[src/rtl/clk_ratio_meter_pkg.sv]
// Shared types and constants for the divided-clock ratio meter.
package clk_ratio_meter_pkg;

   typedef enum logic [1:0] {
      ST_IDLE = 2'd0,
      ST_ARM  = 2'd1,
      ST_MEAS = 2'd2
   } state_t;

   localparam int SYNC_STAGES = 2;

   // Bits needed to count 0..lock_count inclusive.
   function automatic int lock_cnt_width(input int lock_count);
      return $clog2(lock_count + 1);
   endfunction

endpackage

[src/rtl/bit_sync.sv]
// Multi-flop single-bit synchronizer; resets to 0.
module bit_sync #(
   parameter int STAGES = 2
) (
   input  logic i_clk,
   input  logic i_rst_n,
   input  logic i_d,
   output logic o_q
);

   logic [STAGES-1:0] sync_sr;

   always_ff @(posedge i_clk or negedge i_rst_n) begin
      if (!i_rst_n) sync_sr <= '0;
      else          sync_sr <= {sync_sr[STAGES-2:0], i_d};
   end

   assign o_q = sync_sr[STAGES-1];

endmodule

[src/rtl/clk_ratio_meter.sv]
// Measures period/high/low of a divided clock in i_ref_clk cycles and
// declares lock after LOCK_COUNT consecutive identical periods.
module clk_ratio_meter
   import clk_ratio_meter_pkg::*;
#(
   parameter int RATIO_WIDTH = 5,
   parameter int LOCK_COUNT  = 4
) (
   input  logic                   i_ref_clk,
   input  logic                   i_rst_n,
   input  logic                   i_meas_en,
   input  logic                   i_div_clk,
   output logic [RATIO_WIDTH-1:0] o_ratio,
   output logic [RATIO_WIDTH-1:0] o_high_cnt,
   output logic [RATIO_WIDTH-1:0] o_low_cnt,
   output logic                   o_ratio_valid,
   output logic                   o_locked,
   output logic                   o_overflow
);

   localparam int                   LW        = lock_cnt_width(LOCK_COUNT);
   localparam logic [RATIO_WIDTH-1:0] CNT_MAX = '1;
   localparam logic [LW-1:0]        LOCK_TGT  = LW'(LOCK_COUNT);
   localparam logic [LW-1:0]        LOCK_PRE  = LW'(LOCK_COUNT - 1);

   logic                   sync, sync_d, rise;
   state_t                 state, state_nxt;
   logic [RATIO_WIDTH-1:0] per_cnt, hi_cnt;
   logic [LW-1:0]          lock_cnt;
   logic                   first_meas;
   logic                   ovf_hit;

   bit_sync #(.STAGES(SYNC_STAGES)) u_sync (
      .i_clk   (i_ref_clk),
      .i_rst_n (i_rst_n),
      .i_d     (i_div_clk),
      .o_q     (sync)
   );

   always_ff @(posedge i_ref_clk or negedge i_rst_n) begin
      if (!i_rst_n) sync_d <= 1'b0;
      else          sync_d <= sync;
   end

   assign rise    = sync & ~sync_d;
   // A rise coinciding with saturation is still a valid measurement.
   assign ovf_hit = (state == ST_MEAS) && !rise && (per_cnt == CNT_MAX);

   always_ff @(posedge i_ref_clk or negedge i_rst_n) begin
      if (!i_rst_n) state <= ST_IDLE;
      else          state <= state_nxt;
   end

   always_comb begin
      state_nxt = state;
      if (!i_meas_en) begin
         state_nxt = ST_IDLE;
      end else begin
         case (state)
            ST_IDLE: state_nxt = ST_ARM;
            ST_ARM:  if (rise) state_nxt = ST_MEAS;
            ST_MEAS: if (ovf_hit) state_nxt = ST_ARM;
            default: state_nxt = ST_IDLE;
         endcase
      end
   end

   always_ff @(posedge i_ref_clk or negedge i_rst_n) begin
      if (!i_rst_n) begin
         per_cnt       <= '0;
         hi_cnt        <= '0;
         lock_cnt      <= '0;
         first_meas    <= 1'b0;
         o_ratio       <= '0;
         o_high_cnt    <= '0;
         o_low_cnt     <= '0;
         o_ratio_valid <= 1'b0;
         o_locked      <= 1'b0;
         o_overflow    <= 1'b0;
      end else if (!i_meas_en) begin
         // Results are held; status and counters are cleared.
         per_cnt       <= '0;
         hi_cnt        <= '0;
         lock_cnt      <= '0;
         first_meas    <= 1'b0;
         o_ratio_valid <= 1'b0;
         o_locked      <= 1'b0;
         o_overflow    <= 1'b0;
      end else begin
         o_ratio_valid <= 1'b0;
         case (state)
            ST_IDLE: begin
               per_cnt <= '0;
               hi_cnt  <= '0;
            end
            ST_ARM: begin
               first_meas <= 1'b1;
               if (rise) begin
                  per_cnt <= RATIO_WIDTH'(1);
                  hi_cnt  <= RATIO_WIDTH'(1);
               end
            end
            ST_MEAS: begin
               if (rise) begin
                  o_ratio       <= per_cnt;
                  o_high_cnt    <= hi_cnt;
                  o_low_cnt     <= per_cnt - hi_cnt;
                  o_ratio_valid <= 1'b1;
                  per_cnt       <= RATIO_WIDTH'(1);
                  hi_cnt        <= RATIO_WIDTH'(1);
                  first_meas    <= 1'b0;
                  if (first_meas || (per_cnt != o_ratio)) begin
                     lock_cnt <= LW'(1);
                     o_locked <= 1'b0;
                  end else begin
                     if (lock_cnt < LOCK_TGT) lock_cnt <= lock_cnt + 1'b1;
                     if (lock_cnt >= LOCK_PRE) o_locked <= 1'b1;
                  end
               end else if (ovf_hit) begin
                  o_overflow <= 1'b1;
                  o_locked   <= 1'b0;
                  lock_cnt   <= '0;
                  per_cnt    <= '0;
                  hi_cnt     <= '0;
               end else begin
                  per_cnt <= per_cnt + 1'b1;
                  hi_cnt  <= hi_cnt + RATIO_WIDTH'(sync);
               end
            end
            default: begin
               per_cnt <= '0;
               hi_cnt  <= '0;
            end
         endcase
      end
   end

endmodule

[config.mk]
export PLATFORM = sky130hd
export DESIGN_NAME = clk_ratio_meter
export DESIGN_NICKNAME = d
export VERILOG_FILES = /design/src/rtl/clk_ratio_meter_pkg.sv /design/src/rtl/bit_sync.sv /design/src/rtl/clk_ratio_meter.sv
export SDC_FILE = /design/constraint.sdc
export NUM_CORES = 1
export LEC_CHECK = 0
export BUFFER_PORTS_ARGS = -buffer_cell sky130_fd_sc_hd__buf_2
export CAP_MARGIN = 20
export CORE_MARGIN = 1.5
export CORE_UTILIZATION = 35
export CTS_BUF_LIST = sky130_fd_sc_hd__clkbuf_4 sky130_fd_sc_hd__clkbuf_8
export CTS_CLUSTER_SIZE = 28
export DETAILED_ROUTE_END_ITERATION = 12
export MAX_ROUTING_LAYER = met4
export PLACE_DENSITY = 0.56
export SYNTH_ARGS = -nofsm -noshare
export SYNTH_HDL_FRONTEND = slang
export SYNTH_SLANG_ARGS = --single-unit
[constraint.sdc]
create_clock -name i_ref_clk -period 2.37 [get_ports i_ref_clk]
set_clock_uncertainty 0.2 [all_clocks]
set_input_delay 0.3555 -clock i_ref_clk [delete_from_list [all_inputs] [get_ports i_ref_clk]]
set_output_delay 0.3555 -clock i_ref_clk [all_outputs]
set_load 0.01 [all_outputs]
Word level (Yosys, flattened, before mapping)

Cells that the tools add are included.

Flip-flop bits (word level): 37
Input port bits: 4
Output and inout port bits: 18

Add/subtract/negate cells: 4
Magnitude comparators: 2
Equal/unequal tests: 14
Muxes and demuxes: 35
Bitwise gates (word level): 2
Reduce and logical (&&, ||, !) cells: 11

Operators by type and width:

| cell                                                | count |
|---|---|
| two-way mux 5 bit                                   | 7 |
| one-hot mux 5 bit (2 select lines)                  | 2 |
| two-way mux 3 bit                                   | 6 |
| two-way mux 1 bit                                   | 15 |
| AND reduction 3 bit                                 | 4 |
| != test 3 bit, second input constant                | 3 |
| != test 4 x 2 -> 1 bit, second input constant       | 2 |
| two-way mux 2 bit                                   | 3 |
| != test 3 x 1 -> 1 bit, second input constant       | 2 |
| one-hot mux 2 bit (3 select lines)                  | 1 |
| adder 5 x 1 -> 5 bit                                | 1 |
| adder 5 x 1 -> 5 bit, second input constant         | 1 |
| equality test 5 bit, second input constant          | 1 |
| != test 5 bit                                       | 1 |
| subtractor 5 bit                                    | 1 |
| != test 2 x 1 -> 1 bit, second input constant       | 2 |
| AND reduction 2 bit                                 | 2 |
| adder 3 x 1 -> 3 bit, second input constant         | 1 |
| >= comparator 3 x 2 -> 1 bit, second input constant | 1 |
| < comparator 3 bit, second input constant           | 1 |
| equality test 2 x 1 -> 1 bit, second input constant | 1 |
| equality test 2 bit, second input constant          | 1 |
| logical AND 1 bit                                   | 2 |
| logical NOT 2 bit                                   | 1 |
| 6 further kinds                                     | 6 |

Logic depth before layout (Yosys ltp)

Gate-level depths: netlist (run 1).

Depth in word-level cells: 9
Gate-level depth with buffers: 7

Cells and area by module

From an unflattened synthesis (run 1), not the netlist that was laid out.

Cell total of the unflattened synthesis: 201
Area total of the unflattened synthesis: 1990.7 µm²

Modules (own cells, without submodules):

| module          | instances | cells an instance | area an instance (µm²) |
|---|---|---|---|
| clk_ratio_meter | 1         | 199               | 1940.6 |
| bit_sync        | 1         | 2                 | 50.0 |

Worst setup path after synthesis (run 1)

Ideal clock, no wire load.

Path type: flip-flop to flip-flop
Start: reg per_cnt[0]
End: reg hi_cnt[4]
Setup time: 0.066 ns
Data arrival time: 1.696 ns
Required time: 2.104 ns
Slack: 0.407 ns
Stages on the path, launching flop included: 8
Period minus slack after synthesis: 1.963 ns
Cells stage by stage: dfrtp_1 > ha_1 > and3_1 > ha_1 > nand3b_1 > nor3_2 > a21o_1 > a22o_1

Cells in the longest elaborated chain, start to end: 6

RTL lines:

| what                               | line                   | text |
|---|---|---|
| start, declared                    | clk_ratio_meter.sv:28  | `logic [RATIO_WIDTH-1:0] per_cnt, hi_cnt;` |
| start signal, assigned             | clk_ratio_meter.sv:126 | `per_cnt <= per_cnt + 1'b1;` |
| equality test 5 bit                | clk_ratio_meter.sv:47  | `assign ovf_hit = (state == ST_MEAS) && !rise && (per_cnt == CNT_MAX);` |
| logical AND 1 bit                  | clk_ratio_meter.sv:47  |  |
| two-way mux 5 bit                  | clk_ratio_meter.sv:119 | `end else if (ovf_hit) begin` |
| two-way mux 5 bit                  | clk_ratio_meter.sv:104 | `if (rise) begin` |
| one-hot mux 5 bit (2 select lines) | clk_ratio_meter.sv:91  | `case (state)` |
| two-way mux 5 bit                  | clk_ratio_meter.sv:80  | `end else if (!i_meas_en) begin` |
| end signal, assigned               | clk_ratio_meter.sv:127 | `hi_cnt <= hi_cnt + RATIO_WIDTH'(sync);` |
| end, declared                      | clk_ratio_meter.sv:28  |  |

No other way between the ends.
A chain may end at the register's enable or synchronous reset.

Final worst setup path (run 1)

Start: reg per_cnt[1]
End: reg per_cnt[2]

Cells in the longest elaborated chain, start to end: 6
Elaborated cells on any way between the ends: 7
Those cells by class: add/sub (1); eq/ne (1); mux (4); reduce/logical (1)

RTL lines:

| what                                                                         | line |
|---|---|
| parallel branches: the longest is 2 deep, another holds adder 5 x 1 -> 5 bit | - |
| two-way mux 5 bit *                                                          | clk_ratio_meter.sv:119 |
| two-way mux 5 bit *                                                          | clk_ratio_meter.sv:104 |
| one-hot mux 5 bit (2 select lines) *                                         | clk_ratio_meter.sv:91 |
| two-way mux 5 bit *                                                          | clk_ratio_meter.sv:80 |

Every way passes the cells marked *.

==> out/results.tsv, run 1 <==
stage	metric	value	unit
cells_and_area	design_area	2320	sq um
critical_path	cp-start-kind	flip-flop	
floorplanning	initial_core_util	0.363	
synth	syn_nets	221	
critical_path	crit_top_cell	ha_1	
synth	synth-main-ff-cell	dfrtp_1	
critical_path	critPathArrivalTime	2250	ps
routing	remaining_drc_errors	0	
power	p_clk_frac	0.337	
floorplanning	io_pins	22	
synth	synthCells	202	
critical_path	timing.rr.end	per_cnt[2]	
cells_and_area	drive_above_1_share	0.196	
cells_and_area	syn2layout_area_growth	17.0	%
outcome	run_status	complete, but fails checks	
timing	slew_headroom	0.456	
floorplanning	die_height	78.3	um
routing	drt_iter0_drc	64	
floorplanning	core_region_area	5470	sq um
routing	avgRoutedWirePerCell	13.2	um
synth	synth_largest_area_cell	dfrtp_1	
flow_run	maxCapViolCount	0	
critical_path	r2r_start	per_cnt[1]	
clocking	post_cts_buffers	0	
floorplanning	die_w	78.3	um
cells_and_area	diodes	0	
global_route	grt_usage	0.151	
floorplanning	row_count	27	
power	p_int	1.19	mW
clocking	cts_buffers	5	
cells_and_area	ff_latch_area	927	sq um
synth	synth_top_area_share	0.467	
timing	whs	-39.7	ps
placed_design	dpl-instance-area	2180	sq um
global_route	grt_max_degree	38	
timing	finalCriticalPeriod	2230	ps
synth	synth_edf_count	0	
timing	hold_viol	37	
routing	wl	3.98	mm
critical_path	cp.required	2380	ps
global_route	antenna_found_initial	0	
global_route	grt_overflow	0	
synth	ys_ff_latch	37	
clocking	cts_max_level	2	
critical_path	critPathMaxFanout	6	
timing	min_period_over_period	0.942	
power	p_per_area	732	nW/um^2
placed_design	gp_congestion	0.745	
routing	vias	1481	
power	p_sw_frac	0.301	
synth	netlist_area	1980	sq um
synth	yosysSeqAreaShare	0.467	
synth	yosysWarnings	0	
placed_design	place_inst	293	
critical_path	r2r_cells	7	
timing	finalSetupTns	0	ps
routing	drt-vias-per-instance	4.90	
critical_path	slowest_delay	460	ps
cells_and_area	fin_nets	248	
clocking	path_clk_slew	70	ps
placed_design	hpwl	2.84	mm
clocking	clkLatencyLatePin	290	ps
critical_path	reg2reg_slack	140	ps
timing	clock.fmax	448	MHz
power	p_comb_frac	0.234	
critical_path	end_kind	flip-flop	
critical_path	cp_slowest_cell	dfrtp_1	
clocking	cts_tree	built	
clocking	clock_tree.root_cell	clkbuf_8	
critical_path	crit_path_cell_trace	ha_1, and3_1, ha_1, nand3b_1, nor4_4, nand2_1, o21ai_1	
timing	worst-slew-pin-transition	816	ps
cells_and_area	final_cell_mix	nand2_1 (36), dfrtp_1 (36), buf_2 (21)	
critical_path	path_class	flip-flop to flip-flop	
timing	maxSlewViolCount	0	
critical_path	cpLargestDelayFamily	simple AND/OR/NAND/NOR gates	
outcome	violations	hold timing	
clocking	clk_path_buf_depth	2	
cells_and_area	fill_cells	535	
hold_path	hp-class	primary input to asynchronous set/reset pin	
cells_and_area	layoutNonFillerInstCount	302	
critical_path	crit_buf_inv	0	
power	power.leakage	1.15	nW
routing	dr.pass1.iters	4	
timing	finalSetupViolations	0	
synth	yosysUniqueCellTypes	45	
placed_design	io_buffers	21	
synth	avgSynthCellArea	9.82	sq um
global_route	grt_pass1_wl	6.98	mm
routing	ant_nets	0	
power	ir_drop	304	uV
synth	yosys-top-cells-area	dfrtp_1 (47%), ha_1 (8.8%), nand2_1 (6.8%), o21ai_0 (3.8%), xor2_1 (2.6%)	
global_route	grt_pass1_vias	1449	
synth	synth_async_sr_flop_share	1.00	
power	power_switching	0.512	mW
power	pwr-share-seq	0.429	
floorplanning	die_area	6130	sq um
cells_and_area	multiInputGateArea	983	sq um
clocking	cts_sinks	37	
## per-stage QoR
step / power, mW / worst slack (ps) / utilization
6_report: 1.70 / 137 / 0.424
3_5_place_dp: 1.13 / 187 / 0.399
3_3_place_gp: 1.13 / 216 / 0.399
4_1_cts: 1.71 / 163 / 0.423
5_1_grt: 1.80 / -9.98 / 0.424
2_1_floorplan: 1.03 / 407 / -
## cell usage after synthesis (2+ instances only)
cell type and count:
dfrtp_1 37, nand2_1 36, o21ai_0 15, ha_1 14, inv_1 12, nor2_1 10
a21oi_1 8, nand3_1 6, xor2_1 6, o21a_1 5, buf_2 4, a22o_1 3
nor2b_1 3, nor3_1 3, a21o_1 2, a31oi_1 2, and3_1 2, clkbuf_1 2
nand2b_1 2, nand3b_1 2, nor4_1 2, nor4_4 2, o21ai_1 2
## layer usage
metal	up-vias	GRT usage	wire length, um
met2	24	0.229	1730
met4	0	0.0482	62
met5	-	-	0
li1	764	-	-
met1	687	0.202	2050
met3	6	0.0314	131
## worst max-delay path by stage
| stage | depth (start not counted) | slack, ps | from | end |
|---|---|---|---|---|
| floorplan | 7 | 410 | per_cnt[0] | hi_cnt[4] |
| global placement | 7 | 220 | per_cnt[0] | per_cnt[2] |
| detailed placement | 7 | 190 | per_cnt[0] | hi_cnt[4] |
| CTS | 7 | 160 | per_cnt[0] | hi_cnt[4] |
| global route | 7 | -10 | per_cnt[1] | per_cnt[2] |
| finish | 7 | 140 | per_cnt[1] | per_cnt[2] |
## flip-flops by register name (all words and copies together), names as in the netlist
register        flops
o_overflow          1
state               2
o_ratio             5
lock_cnt            3
u_sync.sync_sr      2
o_low_cnt           5
per_cnt             5
o_locked            1
first_meas          1
o_high_cnt          5
hi_cnt              5
o_ratio_valid       1
sync_d              1
## cells by family (layout without fill, tap and decap cells)
| family | Yosys count | after routing | share of synthesized area |
|---|---|---|---|
| AO/OA/AOI/OAI | 50 | 50 | 0.170 |
| flip-flops | 37 | 37 | 0.467 |
| XOR/XNOR | 7 | 7 | 0.0309 |
| AND/OR/NAND/NOR | 73 | 73 | 0.193 |
| adder cells (fa/ha/maj) | 15 | 15 | 0.0984 |
| buffers and inverters | 20 | 48 | 0.0410 |
## power by group through the flow
stage               clock network, mW  logic (mW)  registers, mW
finish                          0.574       0.398          0.729
global route                    0.615       0.448          0.737
CTS                             0.588       0.398          0.728
detailed placement                  0       0.393          0.741
global placement                    0       0.392          0.739
floorplan                           0       0.289          0.739
## area by class of cell
type,count,share of cell area
clock buffer,7,0.0388
clock inverter,1,0.0129
inverter,13,0.0210
multi-input combinational,145,0.423
sequential,37,0.399
tap,72,0.0388
timing repair buffer,27,0.0657
## what timing repair did
action / in CTS / in global routing
endpoints found under the setup margin: 0 / 1
hold endpoints to repair: 1 / 0
resized for setup: 0 / 2
hold buffers: 1 / 0
No activity file was read; power rests on OpenSTA's default activity.
==> run 2, diff against run 1 <==
Settings changed: CORE_ASPECT_RATIO set to 0.8.
==> run 2 against run 1 <==
Compared with the run above: sequential share of layout area fell by 0.13 points; the run now ends clean; core utilization rose by 0.20 points; register-to-register slack barely moved; design area rose by 0.32%; hold slack improved by 190 ps; clock power fell by 24%; critical path type unchanged; maximum frequency fell by 0.36%; final cell count rose by 3.6%; wire length rose by 7.5%; count of clock-buffer cells in the layout fell by 2.
==> out/results.tsv, run 2 (same netlist as run 1, synthesis figures left out) <==
stage	metric	value	unit	change
outcome	run_status	finished, final reports clean		
critical_path	crit_path_cell_trace	ha_1, and3_1, ha_1, nand3b_1, nor4_4, buf_4, nand2_1, o21ai_1		
power	power_switching	0.534	mW	+4.3%
global_route	antenna_found_initial	0		unchanged
floorplanning	die_w	87.2	um	+11%
critical_path	cp-start-kind	flip-flop		
global_route	grt_pass1_wl	7.57	mm	+8.5%
routing	ant_nets	0		unchanged
placed_design	hpwl	3.19	mm	+12%
global_route	grt_usage	0.166		+0.0157
timing	rsz0062_at_grt	false		
placed_design	gp_congestion	0.826		+11%
critical_path	crit_top_cell	ha_1		
cells_and_area	syn2layout_area_growth	17.4	%	
floorplanning	core_region_area	5470	sq um	-0.14%
critical_path	cp.required	2390	ps	about the same
global_route	grt_max_degree	26		-32%
global_route	grt_pass1_vias	1542		+6.4%
critical_path	crit_buf_inv	1		+1
timing	clock.fmax	446	MHz	-0.36%
timing	worst-slew-pin-transition	435	ps	-382 ps
floorplanning	row_count	24		-11%
placed_design	pre_cts_ws	185	ps	-2.13 ps
power	p_sw_frac	0.339		+0.0376
critical_path	slowest_delay	450	ps	about the same
timing	finalSetupViolations	0		unchanged
clocking	clk_path_buf_depth	2		unchanged
timing	slew_headroom	0.710		+0.254
cells_and_area	diodes	0		unchanged
cells_and_area	multiInputGateArea	977	sq um	-0.64%
routing	wl	4.28	mm	+7.5%
critical_path	path_class	flip-flop to flip-flop		
floorplanning	die_height	70.4	um	-10%
clocking	cts_sinks	37		unchanged
timing	finalCriticalPeriod	2240	ps	+8.15 ps
power	pwr-share-seq	0.463		+0.034
critical_path	cpLargestDelayFamily	simple AND/OR/NAND/NOR gates		
timing	min_period_over_period	0.946		+0.00344
timing	finalSetupTns	0	ps	unchanged
clocking	cts_max_level	2		unchanged
power	power.leakage	1.15	nW	+0.55%
routing	drt-vias-per-instance	4.95		+0.98%
power	p_comb_frac	0.259		+0.025
cells_and_area	fill_cells	561		+4.9%
clocking	path_clk_slew	80	ps	about the same
power	p_per_area	677	nW/um^2	-7.6%
power	power	1.58	mW	-7.3%
cells_and_area	final_cell_mix	nand2_1 (36), dfrtp_1 (36), buf_2 (21)		
placed_design	io_buffers	21		unchanged
clocking	clock_tree.root_cell	clkbuf_8		
critical_path	critPathArrivalTime	2260	ps	about the same
floorplanning	io_pins	22		unchanged
routing	dr.pass1.iters	4		unchanged
flow_run	maxCapViolCount	0		unchanged
routing	avgRoutedWirePerCell	13.7	um	+3.7%
timing	hold_viol	0		-100%
power	p_int	1.04	mW	-12%
cells_and_area	fin_nets	253		+2.0%
cells_and_area	drive_above_1_share	0.209		+0.0129
cells_and_area	ff_latch_area	927	sq um	unchanged
routing	drt_iter0_drc	58		-9.4%
critical_path	cp_slowest_cell	dfrtp_2		
power	p_clk_frac	0.278		-0.059
floorplanning	initial_core_util	0.363		+0.000498
routing	remaining_drc_errors	0		unchanged
timing	maxSlewViolCount	0		unchanged
routing	vias	1550		+4.7%
critical_path	critPathMaxFanout	6		unchanged
floorplanning	die_area	6130	sq um	about the same
critical_path	end_kind	flip-flop		
global_route	grt_overflow	0		unchanged
placed_design	dpl-instance-area	2210	sq um	+1.4%
clocking	cts_buffers	5		unchanged
cells_and_area	design_area	2330	sq um	+0.32%
hold_path	hp-class	flip-flop to flip-flop		
power	ir_drop	232	uV	-24%
clocking	clkLatencyLatePin	290	ps	about the same
clocking	cts_tree	built		
timing	fin_ws	129	ps	-8.15 ps
-- run 2: cell types whose count changed in the layout (fill, tap and decap cells not counted), sizes merged --
cell	delta
bufinv	-1
dlygate4sd3	+1
clkbuf	-2
clkinvlp	+1
buf	+4
clkinv	+2
-- run 2: power by group through the flow --
stage,clock [mW],combinational (mW),sequential [mW]
global route,0.482,0.464,0.738
CTS,0.458,0.407,0.729
finish,0.438,0.408,0.731
floorplan,0,0.289,0.739
detailed placement,0,0.397,0.741
global placement,0,0.393,0.740
-- run 2: area by class of cell --
class	instances	share of cell area
sequential	37	0.398
timing repair buffer	32	0.0827
clock buffer	5	0.0295
tap	78	0.0419
multi-input combinational	145	0.419
clock inverter	3	0.00752
inverter	13	0.0209
-- run 2: what timing repair did --
item                                   4_1_cts  5_1_grt
hold buffers                                 2        0
resized for setup                            0        1
setup endpoints to repair                    0        1
setup buffers                                0        1
endpoints found under the hold margin        9        0
-- run 2: routing by layer --
metal  global-route usage  vias up  routed length (um)  share of wire
met4               0.0617        0                  53          0.012
met3               0.0378        5                 163          0.038
met2                0.230       35                1780           0.42
met1                0.236      740                2280           0.53
li1                     -      770                   -              -
met5                    -        -                   0              0
-- run 2: worst paths after layout --
check | to | depth (start not counted) | startpoint | slack (ps)
setup reg to reg | per_cnt[2] | 8 | per_cnt[0] | 130
min in group asynchronous | o_low_cnt[3] | 2 | i_rst_n | 250
hold reg to reg | u_sync.sync_sr[1] | 0 | u_sync.sync_sr[0] | 150
hold / removal | u_sync.sync_sr[1] | 0 | u_sync.sync_sr[0] | 150
setup / recovery | per_cnt[2] | 8 | per_cnt[0] | 130
max in group asynchronous | hi_cnt[1] | 3 | i_rst_n | 1260
-- run 2: through the flow --
step | std cells | util | hold WS [ps]
after floorplan | 202 | - | -140
after global placement | 302 | 0.405 | 25.6
after detailed placement | 302 | 0.405 | 24.4
after CTS | 312 | 0.425 | 158
after global routing | 313 | 0.426 | 172
final | 313 | 0.426 | 154
==> run 3, diff against run 2 <==
Settings changed: GPL_TIMING_DRIVEN set to 0.
==> run 3 against run 2 <==
Compared with the run above: hold slack better by 1.2 ps; sequential cell count unchanged; wire length down 1.7%; combinational power down 2%; critical endpoint is now hi_cnt[2]; first-iteration DRC count down 1.7%; count of clock-buffer cells in the layout up 1; core utilization down 0.32 points; design area down 0.75%; clock power up 5.0%; critical path type unchanged; largest power group unchanged; total power up 0.90%; via count down 3.2%; highest routed layer unchanged.
==> out/results.tsv, run 3 (same netlist as run 1, synthesis figures left out) <==
stage	metric	value	unit	change
outcome	run_status	finished, final reports clean		
critical_path	cp-start-kind	flip-flop		
critical_path	critPathArrivalTime	2210	ps	-50 ps
routing	drt-vias-per-instance	4.83		-2.5%
routing	wl	4.21	mm	-1.7%
critical_path	cpLargestDelayFamily	simple AND/OR/NAND/NOR gates		
critical_path	critPathMaxFanout	6		unchanged
placed_design	io_buffers	20		-4.8%
cells_and_area	final_cell_mix	nand2_1 (36), dfrtp_1 (35), buf_2 (24)		
global_route	grt_overflow	0		unchanged
hold_path	hp-class	flip-flop to flip-flop		
timing	clock.fmax	455	MHz	+2.1%
placed_design	gp_congestion	0.804		-2.7%
timing	finalSetupViolations	0		unchanged
clocking	cts_max_level	2		unchanged
power	ir_drop	419	uV	+81%
cells_and_area	drive_above_1_share	0.202		-0.00679
global_route	grt_pass1_vias	1514		-1.8%
cells_and_area	syn2layout_area_growth	16.5	%	
cells_and_area	layoutNonFillerInstCount	311		-0.64%
critical_path	r2r_start	per_cnt[0]		
global_route	met1_usage	0.221		-0.0154
routing	remaining_drc_errors	0		unchanged
critical_path	reg2reg_slack	170	ps	+50 ps
floorplanning	initial_core_util	0.363		unchanged
power	pwr-share-seq	0.461		-0.002
critical_path	path_class	flip-flop to flip-flop		
global_route	grt_use_met3	0.0390		+0.00118
cells_and_area	diodes	0		unchanged
timing	maxSlewViolCount	0		unchanged
critical_path	critPathLaunch	per_cnt[0]		
routing	avgRoutedWirePerCell	13.5	um	-1.1%
power	power.leakage	1.13	nW	-1.7%
placed_design	place_inst	300		-0.66%
power	p_comb_frac	0.250		-0.009
timing	hold_viol	0		unchanged
critical_path	cp_slowest_cell	dfrtp_2		
placed_design	hpwl	2.99	mm	-6.4%
critical_path	cp.required	2380	ps	about the same
power	p_int	1.07	mW	+2.2%
floorplanning	die_height	70.4	um	unchanged
floorplanning	die_area	6130	sq um	unchanged
global_route	gr-max-usage-layer	met2		
critical_path	r2r_cells	8		unchanged
floorplanning	row_count	24		unchanged
clocking	cts_buffers	5		unchanged
flow_run	maxCapViolCount	0		unchanged
cells_and_area	fill_cells	554		-1.2%
placed_design	pre_cts_ws	127	ps	-57.4 ps
clocking	clkLatencyLatePin	300	ps	about the same
power	power_switching	0.525	mW	-1.7%
power	power	1.59	mW	+0.90%
critical_path	crit_path_cell_trace	ha_1, and3_1, ha_2, nand3b_1, nor4_4, buf_4, nand3_1, o21ai_0		
clocking	clock_tree.root_cell	clkbuf_8		
global_route	met2_usage	0.221		-0.00861
critical_path	crit_path_end	hi_cnt[2]		
timing	worst-slew-pin-transition	825	ps	+390 ps
floorplanning	die_w	87.2	um	unchanged
power	p_per_area	688	nW/um^2	+1.7%
clocking	clk_path_buf_depth	2		unchanged
routing	dr.pass1.iters	4		unchanged
clocking	cts_sinks	37		unchanged
global_route	grt_usage	0.159		-0.00710
routing	vias	1501		-3.2%
timing	fin_ws	174	ps	+45.3 ps
timing	finalSetupTns	0	ps	unchanged
routing	ant_nets	0		unchanged
power	p_sw_frac	0.330		-0.00859
critical_path	slowest_delay	460	ps	about the same
critical_path	cp.depth	8		unchanged
clocking	path_clk_slew	70	ps	about the same
floorplanning	io_pins	22		unchanged
global_route	antenna_found_initial	0		unchanged
global_route	grt_max_degree	38		+46%
critical_path	end_kind	flip-flop		
timing	slew_headroom	0.450		-0.260
global_route	grt_pass1_wl	7.22	mm	-4.7%
clocking	cts_tree	built		
routing	drt_iter0_drc	57		-1.7%
timing	min_period_over_period	0.927		-0.0191
timing	finalCriticalPeriod	2200	ps	-45.3 ps
power	p_clk_frac	0.289		+0.011
floorplanning	core_region_area	5470	sq um	unchanged
critical_path	timing.rr.end	hi_cnt[2]		
cells_and_area	fin_nets	252		-0.40%
timing	rsz0062_at_grt	false		
critical_path	crit_buf_inv	1		unchanged
cells_and_area	final_common_cell	nand2_1		
==> run 3: cell count changes in the layout (fill, tap and decap cells not counted), sizes merged <==
cell / previous run / this run
buf: 30 / 26
clkbuf: 5 / 9
clkinv: 2 / 0
==> run 3: worst register-to-register path: stages (launching register included) <==
cell and delay, ps:
dfrtp_2 460, ha_1 240, and3_1 150, ha_2 210, nand3b_1 260, nor4_4 240
buf_4 190, nand3_1 80, o21ai_0 80
==> run 3: power by group through the flow <==
| stage | logic (mW) | registers [mW] | clock network [mW] |
|---|---|---|---|
| 3_5_place_dp | 0.388 | 0.746 | 0 |
| 6_report | 0.398 | 0.734 | 0.460 |
| 3_3_place_gp | 0.388 | 0.744 | 0 |
| 2_1_floorplan | 0.289 | 0.739 | 0 |
| 4_1_cts | 0.394 | 0.734 | 0.480 |
| 5_1_grt | 0.458 | 0.745 | 0.506 |
==> run 3: worst min-delay path by stage <==
stage	start	endpoint	slack (ps)	cells past startpoint
after floorplan	i_rst_n	first_meas	-140	0
after global placement	u_sync.sync_sr[0]	u_sync.sync_sr[1]	130	0
after detailed placement	u_sync.sync_sr[0]	u_sync.sync_sr[1]	140	0
after CTS	u_sync.sync_sr[0]	u_sync.sync_sr[1]	160	0
after global routing	u_sync.sync_sr[0]	u_sync.sync_sr[1]	170	0
final	u_sync.sync_sr[0]	u_sync.sync_sr[1]	160	0
==> run 3: layer usage <==
metal  routed length, um  share of wire
met2                1760           0.42
met3                 144          0.034
met4                  74          0.018
met1                2230           0.53
met5                   0              0
==> run 3: final cells by class <==
type | count | area (sq um) | share of cell area
Multi-Input combinational cell | 145 | 980 | 0.424
Tap cell | 78 | 97.6 | 0.0422
Buffer | 7 | 32.5 | 0.0141
Clock buffer | 6 | 82.6 | 0.0357
Clock inverter | 1 | 7.51 | 0.00325
Inverter | 13 | 48.8 | 0.0211
Sequential cell | 37 | 928 | 0.402
Timing Repair Buffer | 24 | 135 | 0.0584
==> run 3: timing repair <==
| action | 4_1_cts | 5_1_grt |
|---|---|---|
| setup buffers | 0 | 2 |
| hold endpoints to repair | 38 | 0 |
| gates resized for setup | 0 | 3 |
| endpoints found under the setup margin | 0 | 4 |
| hold buffers | 2 | 0 |
==> run 3: per-stage QoR <==
| step | cell area (sq um) | util | hold slack, ps |
|---|---|---|---|
| 3_3_place_gp | 2180 | 0.399 | 132 |
| 6_report | 2310 | 0.423 | 155 |
| 3_5_place_dp | 2180 | 0.399 | 139 |
| 4_1_cts | 2290 | 0.419 | 156 |
| 5_1_grt | 2310 | 0.423 | 169 |
| 2_1_floorplan | 1980 | - | -140 |
